## config.mk

```make
export PLATFORM = sky130hd
export DESIGN_NAME = brew_sequencer
export DESIGN_NICKNAME = d
export VERILOG_FILES = /design/src/rtl/brew_sequencer.sv
export SDC_FILE = /design/constraint.sdc
export NUM_CORES = 1
export LEC_CHECK = 0
export ABC_AREA = 1
export CAP_MARGIN = 10
export CORE_UTILIZATION = 45
export CTS_CLUSTER_SIZE = 16
export DETAILED_ROUTE_END_ITERATION = 8
export PLACE_DENSITY = 0.71
export REMOVE_ABC_BUFFERS = 1
export SLEW_MARGIN = 20
export SYNTH_ARGS = -nofsm -noshare
export SYNTH_HDL_FRONTEND = slang
export SYNTH_SLANG_ARGS = --single-unit
```

## constraint.sdc

```tcl
create_clock -name clk_100MHz -period 1.8 [get_ports clk_100MHz]
set_clock_uncertainty 0.1 [all_clocks]
set_input_delay 0.18 -clock clk_100MHz [delete_from_list [all_inputs] [get_ports clk_100MHz]]
set_output_delay 0.18 -clock clk_100MHz [all_outputs]
set_load 0.1 [all_outputs]
```

## src/rtl/brew_sequencer.sv

```systemverilog
// Coffee-maker sequencer: IDLE -> HEAT -> BREW -> DONE with second countdowns driven by clk_1Hz ticks.
// Define BREW_WATER_SENSE_EN to enable the water-level fault path and the ERROR state.
module brew_sequencer #(
  parameter int HEAT_SECS   = 30,
  parameter int BREW_S_SECS = 20,
  parameter int BREW_M_SECS = 40,
  parameter int BREW_L_SECS = 60,
  parameter int DONE_SECS   = 5
) (
  input  logic       clk_100MHz,
  input  logic       rst,
  input  logic       clk_1Hz,
  input  logic       start,
  input  logic       cancel,
  input  logic [1:0] sel_size,
  input  logic       water_ok,
  output logic       heater_on,
  output logic       pump_on,
  output logic       busy,
  output logic       done,
  output logic       err,
  output logic [2:0] state,
  output logic [7:0] secs_left
);

  typedef enum logic [2:0] {
    IDLE  = 3'd0,
    HEAT  = 3'd1,
    BREW  = 3'd2,
    DONE  = 3'd3,
    ERROR = 3'd4
  } state_t;

  // A zero duration would never see secs_left==1, so it is promoted to one tick.
  function automatic logic [7:0] clamp_secs(input int v);
    if (v < 1)        return 8'd1;
    else if (v > 255) return 8'd255;
    else              return 8'(v);
  endfunction

  localparam logic [7:0] HEAT_LEN   = clamp_secs(HEAT_SECS);
  localparam logic [7:0] BREW_S_LEN = clamp_secs(BREW_S_SECS);
  localparam logic [7:0] BREW_M_LEN = clamp_secs(BREW_M_SECS);
  localparam logic [7:0] BREW_L_LEN = clamp_secs(BREW_L_SECS);
  localparam logic [7:0] DONE_LEN   = clamp_secs(DONE_SECS);

  logic       s1, s2, s3;
  logic       tick;
  state_t     state_q, state_d;
  logic [7:0] secs_q, secs_d;
  logic [7:0] brew_len_q, brew_len_d;
  logic [7:0] size_len;
  logic       start_ok;
  logic       water_fault;

  assign tick = s2 & ~s3;

`ifdef BREW_WATER_SENSE_EN
  assign start_ok    = start & ~cancel & (sel_size != 2'd3) & water_ok;
  assign water_fault = ~water_ok;
`else
  logic unused_water;
  assign unused_water = water_ok;
  assign start_ok     = start & ~cancel & (sel_size != 2'd3);
  assign water_fault  = 1'b0;
`endif

  always_comb begin
    case (sel_size)
      2'd0:    size_len = BREW_S_LEN;
      2'd1:    size_len = BREW_M_LEN;
      default: size_len = BREW_L_LEN;
    endcase
  end

  always_comb begin
    state_d    = state_q;
    secs_d     = secs_q;
    brew_len_d = brew_len_q;
    case (state_q)
      IDLE: begin
        secs_d = 8'd0;
        if (start_ok) begin
          state_d    = HEAT;
          secs_d     = HEAT_LEN;
          brew_len_d = size_len;
        end
      end
      HEAT, BREW, DONE: begin
        if (cancel) begin
          state_d = IDLE;
          secs_d  = 8'd0;
        end else if (water_fault && state_q != DONE) begin
          state_d = ERROR;
          secs_d  = 8'd0;
        end else if (tick) begin
          if (secs_q > 8'd1) begin
            secs_d = secs_q - 8'd1;
          end else if (state_q == HEAT) begin
            state_d = BREW;
            secs_d  = brew_len_q;
          end else if (state_q == BREW) begin
            state_d = DONE;
            secs_d  = DONE_LEN;
          end else begin
            state_d = IDLE;
            secs_d  = 8'd0;
          end
        end
      end
      ERROR: begin
        secs_d = 8'd0;
        if (cancel) state_d = IDLE;
      end
      default: begin
        state_d = IDLE;
        secs_d  = 8'd0;
      end
    endcase
  end

  // Flags are decoded from the next state so they line up with state/secs_left.
  always_ff @(posedge clk_100MHz) begin
    if (rst) begin
      s1         <= 1'b0;
      s2         <= 1'b0;
      s3         <= 1'b0;
      state_q    <= IDLE;
      secs_q     <= 8'd0;
      brew_len_q <= 8'd0;
      heater_on  <= 1'b0;
      pump_on    <= 1'b0;
      busy       <= 1'b0;
      done       <= 1'b0;
    end else begin
      s1         <= clk_1Hz;
      s2         <= s1;
      s3         <= s2;
      state_q    <= state_d;
      secs_q     <= secs_d;
      brew_len_q <= brew_len_d;
      heater_on  <= (state_d == HEAT) || (state_d == BREW);
      pump_on    <= (state_d == BREW);
      busy       <= (state_d == HEAT) || (state_d == BREW);
      done       <= (state_d == DONE);
    end
  end

`ifdef BREW_WATER_SENSE_EN
  always_ff @(posedge clk_100MHz) begin
    if (rst) err <= 1'b0;
    else     err <= (state_d == ERROR);
  end
`else
  assign err = 1'b0;
`endif

  assign state     = state_q;
  assign secs_left = secs_q;

endmodule

```

* Yosys cells after proc, flatten, opt, wreduce, memory -nomap -nowiden
Cells that the tools add are included.
** Word-level totals
- ROM bits :: 0
- Memory bits (writable) :: 0
- Word-level logic and storage cells :: 47
- Input bits :: 8
- Memories kept :: 0
- Bits in registers :: 25
- Bits in latches :: 0
** Cells by class
- Add/sub/neg operators :: 1
- Mux-type cells :: 16
- Magnitude comparators :: 1
- Bitwise operators :: 5
- $mul :: 0
- Eq/ne operators :: 10
- Reductions and logical operators :: 5
- Div/mod/pow operators :: 0
- Shifts and indexed selects :: 0
** Operators with widths (count)
- 8-bit 2-to-1 mux :: 4
- 3-bit 2-to-1 mux :: 6
- 8-bit one-hot mux with 2 select lines :: 1
- 3-bit by 2-bit equality test with 1-bit output (second input constant) :: 4
- 6-bit one-hot mux with 2 select lines :: 1
- 3-bit one-hot mux with 3 select lines :: 1
- 8-bit by 1-bit > comparator with 1-bit output (second input constant) :: 1
- 8-bit by 1-bit subtractor with 8-bit output (second input constant) :: 1
- 3-bit by 1-bit equality test with 1-bit output (second input constant) :: 2
- 5-bit 2-to-1 mux :: 1
- 2-bit 2-to-1 mux :: 2
- 1-bit bitwise AND :: 3
- 3-bit equality test (second input constant) :: 1
- 3-bit logical NOT :: 1
- 3-bit != test (second input constant) :: 1
- 3-bit OR reduction :: 1
- 2-bit by 1-bit equality test with 1-bit output (second input constant) :: 1
- 2-bit logical NOT :: 1
- 2-bit != test (second input constant) :: 1
- 1-bit NOT :: 2
- 2-bit AND reduction :: 1
- 1-bit logical OR :: 1

* Logic depth before layout (Yosys ltp)
Gate-level depths: netlist of run 1.
- Depth after elaboration :: 9
- Depth in mapped cells :: 13

* Worst setup path before layout of run 1
Ideal clock, no wire load.
- Path type :: register -> register
- Start point :: reg secs_q[0] (netlist: secs_left[0])
- End point :: reg done
- Data required time :: 1585 ps
- Stages on the path, launching flop included :: 12
- Arrival time :: 2131 ps
- Slack :: -546 ps
- Buffers on the path :: 0
- Cells stage by stage :: dfxtp_1 -> inv_1 -> ha_1 -> inv_2 -> nand2_1 -> nand2_2 -> nor2_8 -> nand2_4 -> nand2_1 -> nand3_1 -> nand2_1 -> and2_1
** Between the ends
- Cells in the longest elaborated chain, start to end :: 6
** Ends and longest elaborated chain
- start: declaration :: RTL line 50 : logic [7:0] secs_q, secs_d;
- start signal: assignment :: RTL line 140 : secs_q <= secs_d;
- 8-bit by 1-bit > comparator with 1-bit output :: RTL line 97 : if (secs_q > 8'd1) begin
- 3-bit 2-to-1 mux :: RTL line 97
- 3-bit 2-to-1 mux :: RTL line 96 : end else if (tick) begin
- 3-bit 2-to-1 mux :: RTL line 90 : if (cancel) begin
- 3-bit one-hot mux with 3 select lines :: RTL line 80 : case (state_q)
- 3-bit by 2-bit equality test with 1-bit output :: RTL line 145 : done <= (state_d == DONE);
- end signal: assignment :: RTL line 145
- end: declaration :: RTL line 20 : output logic done,
No other way between the ends.
A chain may end at the register's enable or synchronous reset.

* Worst setup path after layout of run 1
- Start point :: reg secs_q[0] (netlist: secs_left[0])
- End point :: reg secs_q[4] (netlist: secs_left[4])
** Between the ends
- Cells in the longest elaborated chain, start to end :: 5
- Elaborated cells on any way between the ends :: 6
- Classes of those cells :: add/sub (1); order compare (1); mux (4)
** Ends and longest elaborated chain (RTL line)
- 8-bit by 1-bit subtractor with 8-bit output / 8-bit by 1-bit > comparator with 1-bit output (equally long branches) :: 98, 97
- 8-bit 2-to-1 mux * :: 97
- 8-bit 2-to-1 mux * :: 96
- 8-bit 2-to-1 mux * :: 90
- 8-bit one-hot mux with 2 select lines * :: 80
Mark *: on every way between the ends. The rest lies on a longest branch, timed or not. The select of a mux whose other input is x is not followed.

==> flow_summary.toml, run 1 <==
[status]
outcome = "completed"

[yosys]
synth_warnings = 0
synth_top_area_frac = 0.353
synth_top_area_cell = "dfxtp_1"
syn_inst = 155
syn_area_per_cell_sq_um = 6.96
yosys-top-cells-area = "dfxtp_1 35%, nand2_1 12%, inv_1 8.0%"
synth_cell_type_count = 27
synth-seq-cells = 19
ys_seq_area_frac = 0.353
syn_area_sq_um = 1080

[pwr]
combinationalPowerShare = 0.275
p_total_uw = 920
p_per_area_nw_per_um2 = 601
power.leakage_nw = 0.718
pwr-share-clk = 0.244
p_sw_frac = 0.342
vdd_drop_max_mv = 0.534
p_sw_uw = 314
power_frac_seq = 0.480
p_int_uw = 606

[route]
num_vias = 1084
wl_per_cell_um = 11.7
dr.pass1.iters = 6
routed_via_density = 5.07
detail-route-antenna-nets = 0
wirelength_mm = 2.50
drtIter0Drc = 53
drc = 0

[critical_path]
cp-end-kind = "flip-flop"
crit_top_cell = "nand2_1"
critPathRequiredTime_ns = 1.92
startpoint_type = "flip-flop"
crit_family = "simple AND/OR/NAND/NOR gates"
critPathMaxStageDelay_ns = 0.38
critPathSlowestCell = "dfxtp_4"
worst-setup-path-type = "reg2reg"
cp_max_fo = 6
path_cells = "inv_4, ha_2, inv_2, nand2_1, nand2_2, nor2_8, buf_4, buf_4, nand2_1, nand3_1, nand2_1, nand2_1, a21oi_1"
worstPathArrival_ns = 1.85
path_buf_inv = 4

[place]
place_hpwl_mm = 1.88
portBuffers = 21
pre_cts_ws_ns = 0.110
routabilityCongestion = 0.850

[floorplanning]
die_h_um = 51.0
dieArea_sq_um = 2600
core_sq_um = 2230
ios = 24
fp-row-count = 17
die_w_um = 51.0
start_util = 0.483

[clock_tree]
cts_tree = "yes"
insertion_delay_ns = 0.31
ctsHoldBuffers = 0
cts.sinks = 19
cts_max_level = 1
root_buffer = "clkbuf_4"
cts_buffers = 3
path_clk_slew_ns = 0.12
clk_path_buf_depth = 2

[global_routing]
first_global_vias = 1002
antenna_found_initial = 0
grtUsageTotal = 0.225
grt_overflow = 0
grt_max_degree = 12
grt_pass1_wl_mm = 4.30

[timing]
finalHoldViolations = 0
setup_viol = 0
period_needed_ns = 1.74
fin_ws_ns = 0.0646
fmaxAchievable_mhz = 576
rsz0062_at_grt = "false"
finalCritPeriodShare = 0.964
slew_viol_final = 0

[min_path]
hold_path_class = "in2reg"

[final_layout]
drive_above_1_share = 0.280
layout_common_cells = "32 x nand2_1, 21 x inv_1, 17 x nand3_1, 17 x dfxtp_1, 16 x nor2_1"
layout_commonest_cell = "nand2_1"
area_delta_synth_final_pct = 41.9
largest_reg_flops = 8
diodes = 0
nNetsFinal = 197

[job]
cap_violations = 0
## through the flow
stage          hold slack [ns]  std cells  area, sq um  utilization  setup TNS, ns
6_report                 0.288        214         1530        0.685              0
5_1_grt                  0.272        214         1530        0.685              0
4_1_cts                  0.290        211         1480        0.662              0
3_5_place_dp             0.308        207         1450        0.649              0
3_3_place_gp             0.293        207         1450        0.649              0
2_1_floorplan            0.149        152         1060            -          -6.15
## final cells by class
cell class              count  area [sq um]
well taps                  28          35.0
repair buffers             30           378
flip-flops and latches     19           385
clock inverters             1          5.00
inverters                  26           103
multi-input cells         107           602
fillers                   187           703
clock buffers               3          22.5
## cells in the mapped netlist
cell	count
a21boi_1	1
a21oi_1	6
and2_1	1
and3_1	1
buf_4	2
clkbuf_1	1
conb_1	1
dfxtp_1	19
ha_1	2
inv_1	23
inv_2	3
nand2_1	34
nand2_2	2
nand2_4	2
nand3_1	17
nand3_2	1
nand3b_1	1
nand4_1	4
nor2_1	16
nor2_2	2
nor2_4	4
nor2_8	1
nor3_1	1
nor3_4	1
o211ai_1	2
o21ai_0	6
xor2_1	1
## cell families (layout without fill, tap and decap cells)
| family | count (synthesis) | in the layout | synth area share |
|---|---|---|---|
| AO/OA/AOI/OAI | 15 | 15 | 0.0766 |
| adder cells (fa/ha/maj) | 2 | 2 | 0.0232 |
| XOR/XNOR | 1 | 1 | 0.00812 |
| flip-flops | 19 | 19 | 0.353 |
| other | 1 | 1 | 0.00348 |
| AND/OR/NAND/NOR | 88 | 88 | 0.428 |
| buffers and inverters | 29 | 60 | 0.108 |
## metal layers
layer / vias up / global-route usage / wire [um]
met4: 0 / 0.130 / 52
met2: 39 / 0.366 / 1270
met5: - / 0 / 0
li1: 550 / - / -
met1: 487 / 0.278 / 1060
met3: 8 / 0.0357 / 119
## power by group through the flow
stage	Sequential [mW]	Combinational, mW	Clock (mW)
finish	0.442	0.253	0.225
global route	0.444	0.271	0.242
CTS	0.443	0.235	0.223
detailed placement	0.452	0.234	0
global placement	0.452	0.230	0
floorplan	0.506	0.105	0
## worst reg2reg max path: cells and delay by family (launching register included)
| family | cells | cell delay (ns) |
|---|---|---|
| fa+ha+maj | 1 | 0.19 |
| compound gates | 1 | 0.06 |
| buf+inv | 4 | 0.33 |
| simple gates | 7 | 0.58 |
| flops | 1 | 0.38 |
## path summary, 6_finish.rpt
kind | slack (ns) | depth (start not counted) | start | endpoint
setup reg to reg | 0.06 | 13 | secs_left[0] | secs_left[4]
setup / recovery | 0.06 | 13 | secs_left[0] | secs_left[4]
hold reg to reg | 0.33 | 2 | s1 | s2
hold / removal | 0.29 | 3 | clk_1Hz | s1
## repair_timing
item                                   CTS  global route
buffers inserted                         0             3
endpoints found under the hold margin    0             0
gates resized for setup                  0            12
setup endpoints to repair                0             3
No activity file was read; power rests on OpenSTA's default activity.
==> inputs of run 2 (changes only) <==
--- a/config.mk
+++ b/config.mk
@@ -10,6 +10,7 @@
 export CORE_UTILIZATION = 45
 export CTS_CLUSTER_SIZE = 16
 export DETAILED_ROUTE_END_ITERATION = 8
+export GPL_TIMING_DRIVEN = 1
 export PLACE_DENSITY = 0.71
 export REMOVE_ABC_BUFFERS = 1
 export SLEW_MARGIN = 20
==> results of run 2 <==
Same layout as run 1: the final DEF is identical, and so are final timing and power.
